`src/rtl/sum_reg_adder_pkg.sv`:
```
`default_nettype none
// ============================================================================
// sum_reg_adder_pkg : shared widths and result type for sum_reg_adder
// Rev 1.0
// ============================================================================
package sum_reg_adder_pkg;

  localparam int SUM_DEFAULT_WIDTH = 4;
  localparam int SUM_MAX_WIDTH     = 64;

  // Sized for the widest legal adder; narrower users look at the low bits.
  typedef struct packed {
    logic                     c_out;
    logic [SUM_MAX_WIDTH-1:0] sum;
  } sum_result_t;

endpackage : sum_reg_adder_pkg
`default_nettype wire

```
`src/rtl/sum_full_adder.sv`:
```
`default_nettype none
// ============================================================================
// sum_full_adder : one-bit full-adder cell of the ripple chain
// Rev 1.0
// ============================================================================
module sum_full_adder (
  input  logic a,
  input  logic b,
  input  logic ci,
  output logic s,
  output logic co
);

  assign s  = a ^ b ^ ci;
  assign co = (a & b) | (ci & (a ^ b));

endmodule : sum_full_adder
`default_nettype wire

```
`src/rtl/sum_reg_adder.sv`:
```
`default_nettype none
// ============================================================================
// sum_reg_adder : registered ripple-carry adder with carry-out and overflow
// Optional carry input: define SUM_REG_ADDER_CARRY_IN_EN. Rev 1.0
// ============================================================================
module sum_reg_adder
  import sum_reg_adder_pkg::*;
#(
  parameter int WIDTH = SUM_DEFAULT_WIDTH
) (
  input  logic             clk,
  input  logic             rst_n,
  input  logic             in_valid,
  input  logic [WIDTH-1:0] data_a,
  input  logic [WIDTH-1:0] data_b,
`ifdef SUM_REG_ADDER_CARRY_IN_EN
  input  logic             c_in,
`endif
  output logic             out_valid,
  output logic [WIDTH-1:0] sum,
  output logic             c_out,
  output logic             ovf
);

  if (WIDTH < 1 || WIDTH > SUM_MAX_WIDTH) begin : g_width_check
    $error("sum_reg_adder: WIDTH out of range");
  end

  logic [WIDTH:0]   carry;
  logic [WIDTH-1:0] sum_d;
  logic             ovf_d;

  logic             out_valid_q;
  logic [WIDTH-1:0] sum_q;
  logic             c_out_q;
  logic             ovf_q;

`ifdef SUM_REG_ADDER_CARRY_IN_EN
  assign carry[0] = c_in;
`else
  assign carry[0] = 1'b0;
`endif

  for (genvar i = 0; i < WIDTH; i++) begin : g_fa
    sum_full_adder u_fa (
      .a  (data_a[i]),
      .b  (data_b[i]),
      .ci (carry[i]),
      .s  (sum_d[i]),
      .co (carry[i+1])
    );
  end

  // Carry into the MSB differs from carry out of it exactly on signed overflow.
  assign ovf_d = carry[WIDTH] ^ carry[WIDTH-1];

  // Result registers only load on valid so idle (possibly X) operands never reach them.
  always_ff @(posedge clk) begin
    if (!rst_n) begin
      out_valid_q <= 1'b0;
      sum_q       <= '0;
      c_out_q     <= 1'b0;
      ovf_q       <= 1'b0;
    end else begin
      out_valid_q <= in_valid;
      if (in_valid) begin
        sum_q   <= sum_d;
        c_out_q <= carry[WIDTH];
        ovf_q   <= ovf_d;
      end
    end
  end

  assign out_valid = out_valid_q;
  assign sum       = sum_q;
  assign c_out     = c_out_q;
  assign ovf       = ovf_q;

endmodule : sum_reg_adder
`default_nettype wire

```
`config.mk`:
```
export PLATFORM = sky130hd
export DESIGN_NAME = sum_reg_adder
export DESIGN_NICKNAME = d
export VERILOG_FILES = /design/src/rtl/sum_reg_adder_pkg.sv /design/src/rtl/sum_full_adder.sv /design/src/rtl/sum_reg_adder.sv
export SDC_FILE = /design/constraint.sdc
export NUM_CORES = 1
export LEC_CHECK = 0
export ABC_AREA = 1
export CAP_MARGIN = 5
export CELL_PAD_IN_SITES_DETAIL_PLACEMENT = 1
export CELL_PAD_IN_SITES_GLOBAL_PLACEMENT = 1
export CORE_AREA = 3 3 40 42
export DETAILED_ROUTE_END_ITERATION = 8
export DIE_AREA = 0 0 43 45
export PLACE_DENSITY_LB_ADDON = 0.25
export SYNTH_ARGS = -nofsm -noshare
export SYNTH_HDL_FRONTEND = slang
export SYNTH_HIERARCHICAL = 1
export SYNTH_SLANG_ARGS = --single-unit
```
`constraint.sdc`:
```
create_clock -name clk -period 4.2 [get_ports clk]
set_clock_uncertainty 0.05 [all_clocks]
set_input_delay 0.84 -clock clk [delete_from_list [all_inputs] [get_ports clk]]
set_output_delay 0.84 -clock clk [all_outputs]
set_load 0.005 [all_outputs]
```
==> results.yml, run 1 <==
status:
  outcome: "finished clean"
yosys:
  ys_async_sr_fraction_pct: 0
  synth-seq-area-share_pct: 41.03
  synth_top_cell_area_share_pct: 41.03
  synth_area_leaders: "dfxtp_1 41%, fa_1 23%, nor2_1 8.8%"
  synth_area_um2: 341.6
  yosysMostFrequentCell: "nor2_1"
  synth_nets: 53
  syn_avg_cell_area_um2: 8.989
  synth_common_cells: "8 x nor2_1, 7 x dfxtp_1, 5 x inv_1, 5 x o21ai_0"
  ys_types: 11
  yosys_register_bits: 7
  yosysTopAreaCell: "dfxtp_1"
  synth-main-ff-cell: "dfxtp_1"
  synth_enable_flop_cells: 0
  synthCells: 38
  yosys_warnings: 6
floorplanning:
  ios: 18
  die_x_um: 43
  die_area_um2: 1935
  fp.coreArea_um2: 1285
  die_y_um: 45
  rows: 13
  initial_core_util_pct: 26.58
timing:
  whs_ns: 0.4634
  setup_slack_ns: 1.075
  setup_viol: 0
  final.period_utilization_pct: 74.40
  clock.fmax_ghz: 0.3200
  grt_setup_unrepaired: "no"
  finalCriticalPeriod_ns: 3.125
  hold_viol: 0
  drv_slew: 0
  tns_ns: 0
worst_setup_path:
  cp.required_ns: 4.35
  cp-start-kind: "primary input"
  crit_start: "data_a[0]"
  r2r-start: "ovf"
  endpoint_kind: "register"
  worstPathArrival_ns: 3.27
  path_class: "primary input to register"
  critical_path_peak_fanout: 3
clock_tree:
  worstSkewPairLatency_ns: 0.25
  cts_sinks: 7
  cts_tree: "done"
  path_clk_slew_ns: 0.05
  cts_resized: 0
  cts_buffers: 3
  post_cts_buffers: 0
  cts_root_buffer: "clkbuf_4"
  htree_levels: 1
  cts_max_path_buffers: 2
  ctsHoldBuffers: 0
layout:
  fin_area_um2: 545.5
  drive_gt1_share_pct: 5.172
  fin_cells: 73
  n_antenna_cell: 0
  nNetsFinal: 74
  area_growth_pct: 59.71
power_and_ir_drop:
  power.switching_uw: 43.34
  switching_share_pct: 24.39
  p_leak_uw: 0.0002400
  intPower_uw: 134.3
  power_frac_comb_pct: 24.0
  max-vdd-ir-drop_v: 0.0001729
  clock_power_share_pct: 33.7
  power_frac_seq_pct: 42.3
  power_density_nw_per_um2: 325.7
global_routing:
  antenna_found_initial: 0
  track_usage_pct: 9.891
  grt_pass1_vias: 305
  grt_max_degree: 11
  grt_first_pass_wirelength_mm: 1.324
  overflow: 0
place:
  dpl_worst_slack_ns: 0.7963
  hpwlAfterDp_um: 677.6
  port_buffers: 17
  place_inst: 69
  post_dp_cell_area_um2: 519.2
  gp_congestion: 0.6141
drt:
  antenna_left: 0
  wl_per_cell_um: 10.95
  dr.pass1.iters: 2
  num_vias: 308
  first_iter_violations: 4
  drc: 0
  via_per_inst: 4.219
  drt-total-wl_um: 799
worst_hold_path:
  worstHoldStart: "sum[2]"
  min_path_type: "register to register"
job:
  max-cap-violations: 0
## flip-flops by register name (all words and copies together) (netlist names)
register,cells
sum,4
c_out,1
out_valid,1
ovf,1
## cell type report
cell class | count | area, um^2
Clock buffer | 4 | 26.28
Fill cell | 162 | 739.5
Inverter | 5 | 18.77
Multi-Input combinational cell | 25 | 171.4
Sequential cell | 7 | 140.1
Tap cell | 15 | 18.77
Timing Repair Buffer | 17 | 170.2
## worst max-delay path, cell delays in order
cell             delay (ns)
clkdlybuf4s50_1        0.43
fa_1                   0.45
fa_1                   0.39
fa_1                   0.43
fa_1                   0.40
inv_1                  0.09
nand2_1                0.05
nand3_1                0.09
nand2_1                0.06
inv_1                  0.04
## cell usage in the layout, fill, tap and decap left out, drive strengths merged
master          n
nand3           1
o21a            1
clkbuf          4
nand2           4
inv             5
a21oi           1
dfxtp           7
nor2            8
fa              4
conb            1
o21ai           5
clkdlybuf4s50  17
## logic make-up after synthesis
| kind of cell | synth area share [%] |
|---|---|
| AOI/OAI and AO/OA | 10.99 |
| adders and majority gates | 23.44 |
| buffers and inverters | 8.792 |
| DFF | 41.02 |
| other | 1.098 |
| and+or+nand+nor | 14.65 |
## metal layers
layer	track usage [%]	wire length, um
met1	9.828	323
met2	17.96	415
met3	7.171	59
met4	0	0
met5	0	0
## power groups by stage
| stage | registers, uW | clock network, uW | logic, uW |
|---|---|---|---|
| global placement | 76.0 | 0 | 42.4 |
| global route | 75.8 | 67.8 | 48.8 |
| detailed placement | 76.5 | 0 | 43.4 |
| floorplan | 76.6 | 0 | 17.0 |
| finish | 75.2 | 59.8 | 42.7 |
| CTS | 75.2 | 64.2 | 43.6 |
## path summary, 6_finish.rpt
| kind | end | cells after the start | slack, ns |
|---|---|---|---|
| setup / recovery | ovf | 10 | 1.08 |
| hold / removal | sum[2] | 2 | 0.46 |
| setup reg to reg | ovf | 3 | 3.49 |
| hold reg to reg | sum[2] | 2 | 0.46 |
## per-stage QoR
stage	power [uW]	util (%)
after floorplan	93.61	-
after global placement	118.4	40.41
after detailed placement	119.9	40.41
after CTS	183.0	42.45
after global routing	192.5	42.45
final	177.7	42.45
Note: power is estimated with default switching activity, not from simulation.
==> run 2, diff against run 1 <==
--- a/config.mk
+++ b/config.mk
@@ -9,9 +9,9 @@
 export CAP_MARGIN = 5
 export CELL_PAD_IN_SITES_DETAIL_PLACEMENT = 1
 export CELL_PAD_IN_SITES_GLOBAL_PLACEMENT = 1
-export CORE_AREA = 3 3 40 42
+export CORE_MARGIN = 3
+export CORE_UTILIZATION = 22
 export DETAILED_ROUTE_END_ITERATION = 8
-export DIE_AREA = 0 0 43 45
 export PLACE_DENSITY_LB_ADDON = 0.25
 export SYNTH_ARGS = -nofsm -noshare
 export SYNTH_HDL_FRONTEND = slang
==> constraint.sdc (replaced) <==
create_clock -name clk -period 2.54 [get_ports clk]
set_clock_uncertainty 0.05 [all_clocks]
set_input_delay 0.508 -clock clk [delete_from_list [all_inputs] [get_ports clk]]
set_output_delay 0.508 -clock clk [all_outputs]
set_load 0.005 [all_outputs]
==> run 2 against run 1 <==
  * Critical path depth fell by 1
  * Total power is 68% higher
  * Flip-flop and latch count unchanged
  * Design area rose by 3.7%
  * Register-to-register slack worse by 1.7 ns
  * Clock power rose by 64%
  * Via count increased by 3.6%
  * Sequential power is 65% higher
  * Sequential share of layout area decreased by 0.91 points
  * Critical path type unchanged
  * Largest cell class unchanged
==> results.yml, run 2 (synthesis results as in run 1) <==
status:
  outcome: "finished clean"
global_routing:
  grt_max_degree: 11
  grt_pass1_vias: 317
  overflow: 0
  gr-usage-met1_pct: 9.880
  antenna_found_initial: 0
  grt_util_met2_pct: 14.21
  grtUsageMet3_pct: 7.115
  grt-busiest-layer: "met2"
  track_usage_pct: 8.921
  grt_first_pass_wirelength_mm: 1.269
worst_setup_path:
  crit_start: "data_b[0]"
  r2r-start: "ovf"
  endpoint_kind: "register"
  worstPathArrival_ns: 2.53
  cp-start-kind: "primary input"
  critical_path_peak_fanout: 2
  cp.required_ns: 2.63
  path_class: "primary input to register"
timing:
  clock.fmax_ghz: 0.4106
  hold_viol: 0
  setup_viol: 0
  grt_setup_unrepaired: "no"
  final.period_utilization_pct: 95.88
  finalCriticalPeriod_ns: 2.435
  drv_slew: 0
  setup_slack_ns: 0.1047
power_and_ir_drop:
  power_density_nw_per_um2: 527.1
  max-vdd-ir-drop_v: 0.0003706
  p_leak_uw: 0.0002453
floorplanning:
  die_x_um: 45.41
  die_y_um: 45.41
  fp.coreArea_um2: 1383
  ios: 18
  initial_core_util_pct: 24.71
  die_area_um2: 2062
  rows: 13
clock_tree:
  path_clk_slew_ns: 0.05
  ctsHoldBuffers: 0
  cts_tree: "done"
  cts_buffers: 3
  htree_levels: 1
  cts_root_buffer: "clkbuf_4"
  cts_max_path_buffers: 2
  cts_sinks: 7
  worstSkewPairLatency_ns: 0.24
place:
  port_buffers: 17
  gp_congestion: 0.6762
  hpwlAfterDp_um: 653.2
  dpl_worst_slack_ns: -0.5245
layout:
  finish.utilization_pct: 40.91
  regArea_um2: 140.1
  area_growth_pct: 65.57
  nNetsFinal: 75
  drive_gt1_share_pct: 16.95
  multi_input_area_um2: 186.4
  final_common_cell: "clkdlybuf4s50_1"
  largest_reg_flops: 4
  final_cell_mix: "15 x clkdlybuf4s50_1, 8 x nor2_1, 7 x dfxtp_1, 5 x o21ai_0"
  n_antenna_cell: 0
  fill_cells: 167
drt:
  first_iter_violations: 1
  drt-total-wl_um: 783
  wl_per_cell_um: 10.58
  antenna_left: 0
  drc: 0
  via_per_inst: 4.311
  num_vias: 319
  dr.pass1.iters: 2
worst_hold_path:
  min_path_type: "register to register"
  worstHoldStart: "sum[0]"
job:
  max-cap-violations: 0
run 2: critical path, cell delays in order:
cell and delay [ns]:
dlygate4sd2_1 0.25, fa_2 0.36, fa_2 0.37, fa_2 0.39, fa_2 0.38, nand2_1 0.08, nand3_2 0.06, nand2_1 0.08
inv_1 0.03
run 2: report_power, final:
group          switching (uW)  leakage, uW  internal (uW)
clock                    38.1    0.0000150           59.8
combinational            30.8     0.000172           45.8
sequential               4.03    0.0000582            120
total                    72.9     0.000245            225
run 2: final cells by class:
cell class | count | share of cell area, %
clock buffer | 4 | 4.646
timing repair buffer | 18 | 30.97
multi-input combinational | 25 | 32.96
tap | 15 | 3.319
inverter | 5 | 3.319
sequential | 7 | 24.78
run 2: repair_timing:
item | in CTS | in global routing
buffers inserted | 0 | 0
gates resized for setup | 8 | 0
setup endpoints to repair | 3 | 0
run 2: path summary, 6_finish.rpt:
check / depth (start not counted) / endpoint / slack [ns]
worst max register to register: 3 / ovf / 1.83
worst min-delay path: 2 / sum[0] / 0.45
worst min register to register: 2 / sum[0] / 0.45
worst max-delay path: 9 / ovf / 0.10
run 2: per-stage QoR:
step	instances	total power (uW)	hold WS [ns]	TNS, ns	cell area [um^2]
after CTS	74	303.8	0.4635	0	565.5
final	74	298.1	0.4499	0	565.5
after global routing	74	325.0	0.4826	0	565.5
after global placement	70	198.0	0.4327	-1.247	526.8
after detailed placement	70	200.3	0.4357	-1.357	526.8
after floorplan	38	154.8	0.4370	0	341.6
run 2: layer usage:
metal / share of wire, % / vias to the layer above
met5: 0 / -
met4: 0 / 0
met3: 8.2 / 0
met2: 51 / 12
met1: 40 / 151
li1: - / 156
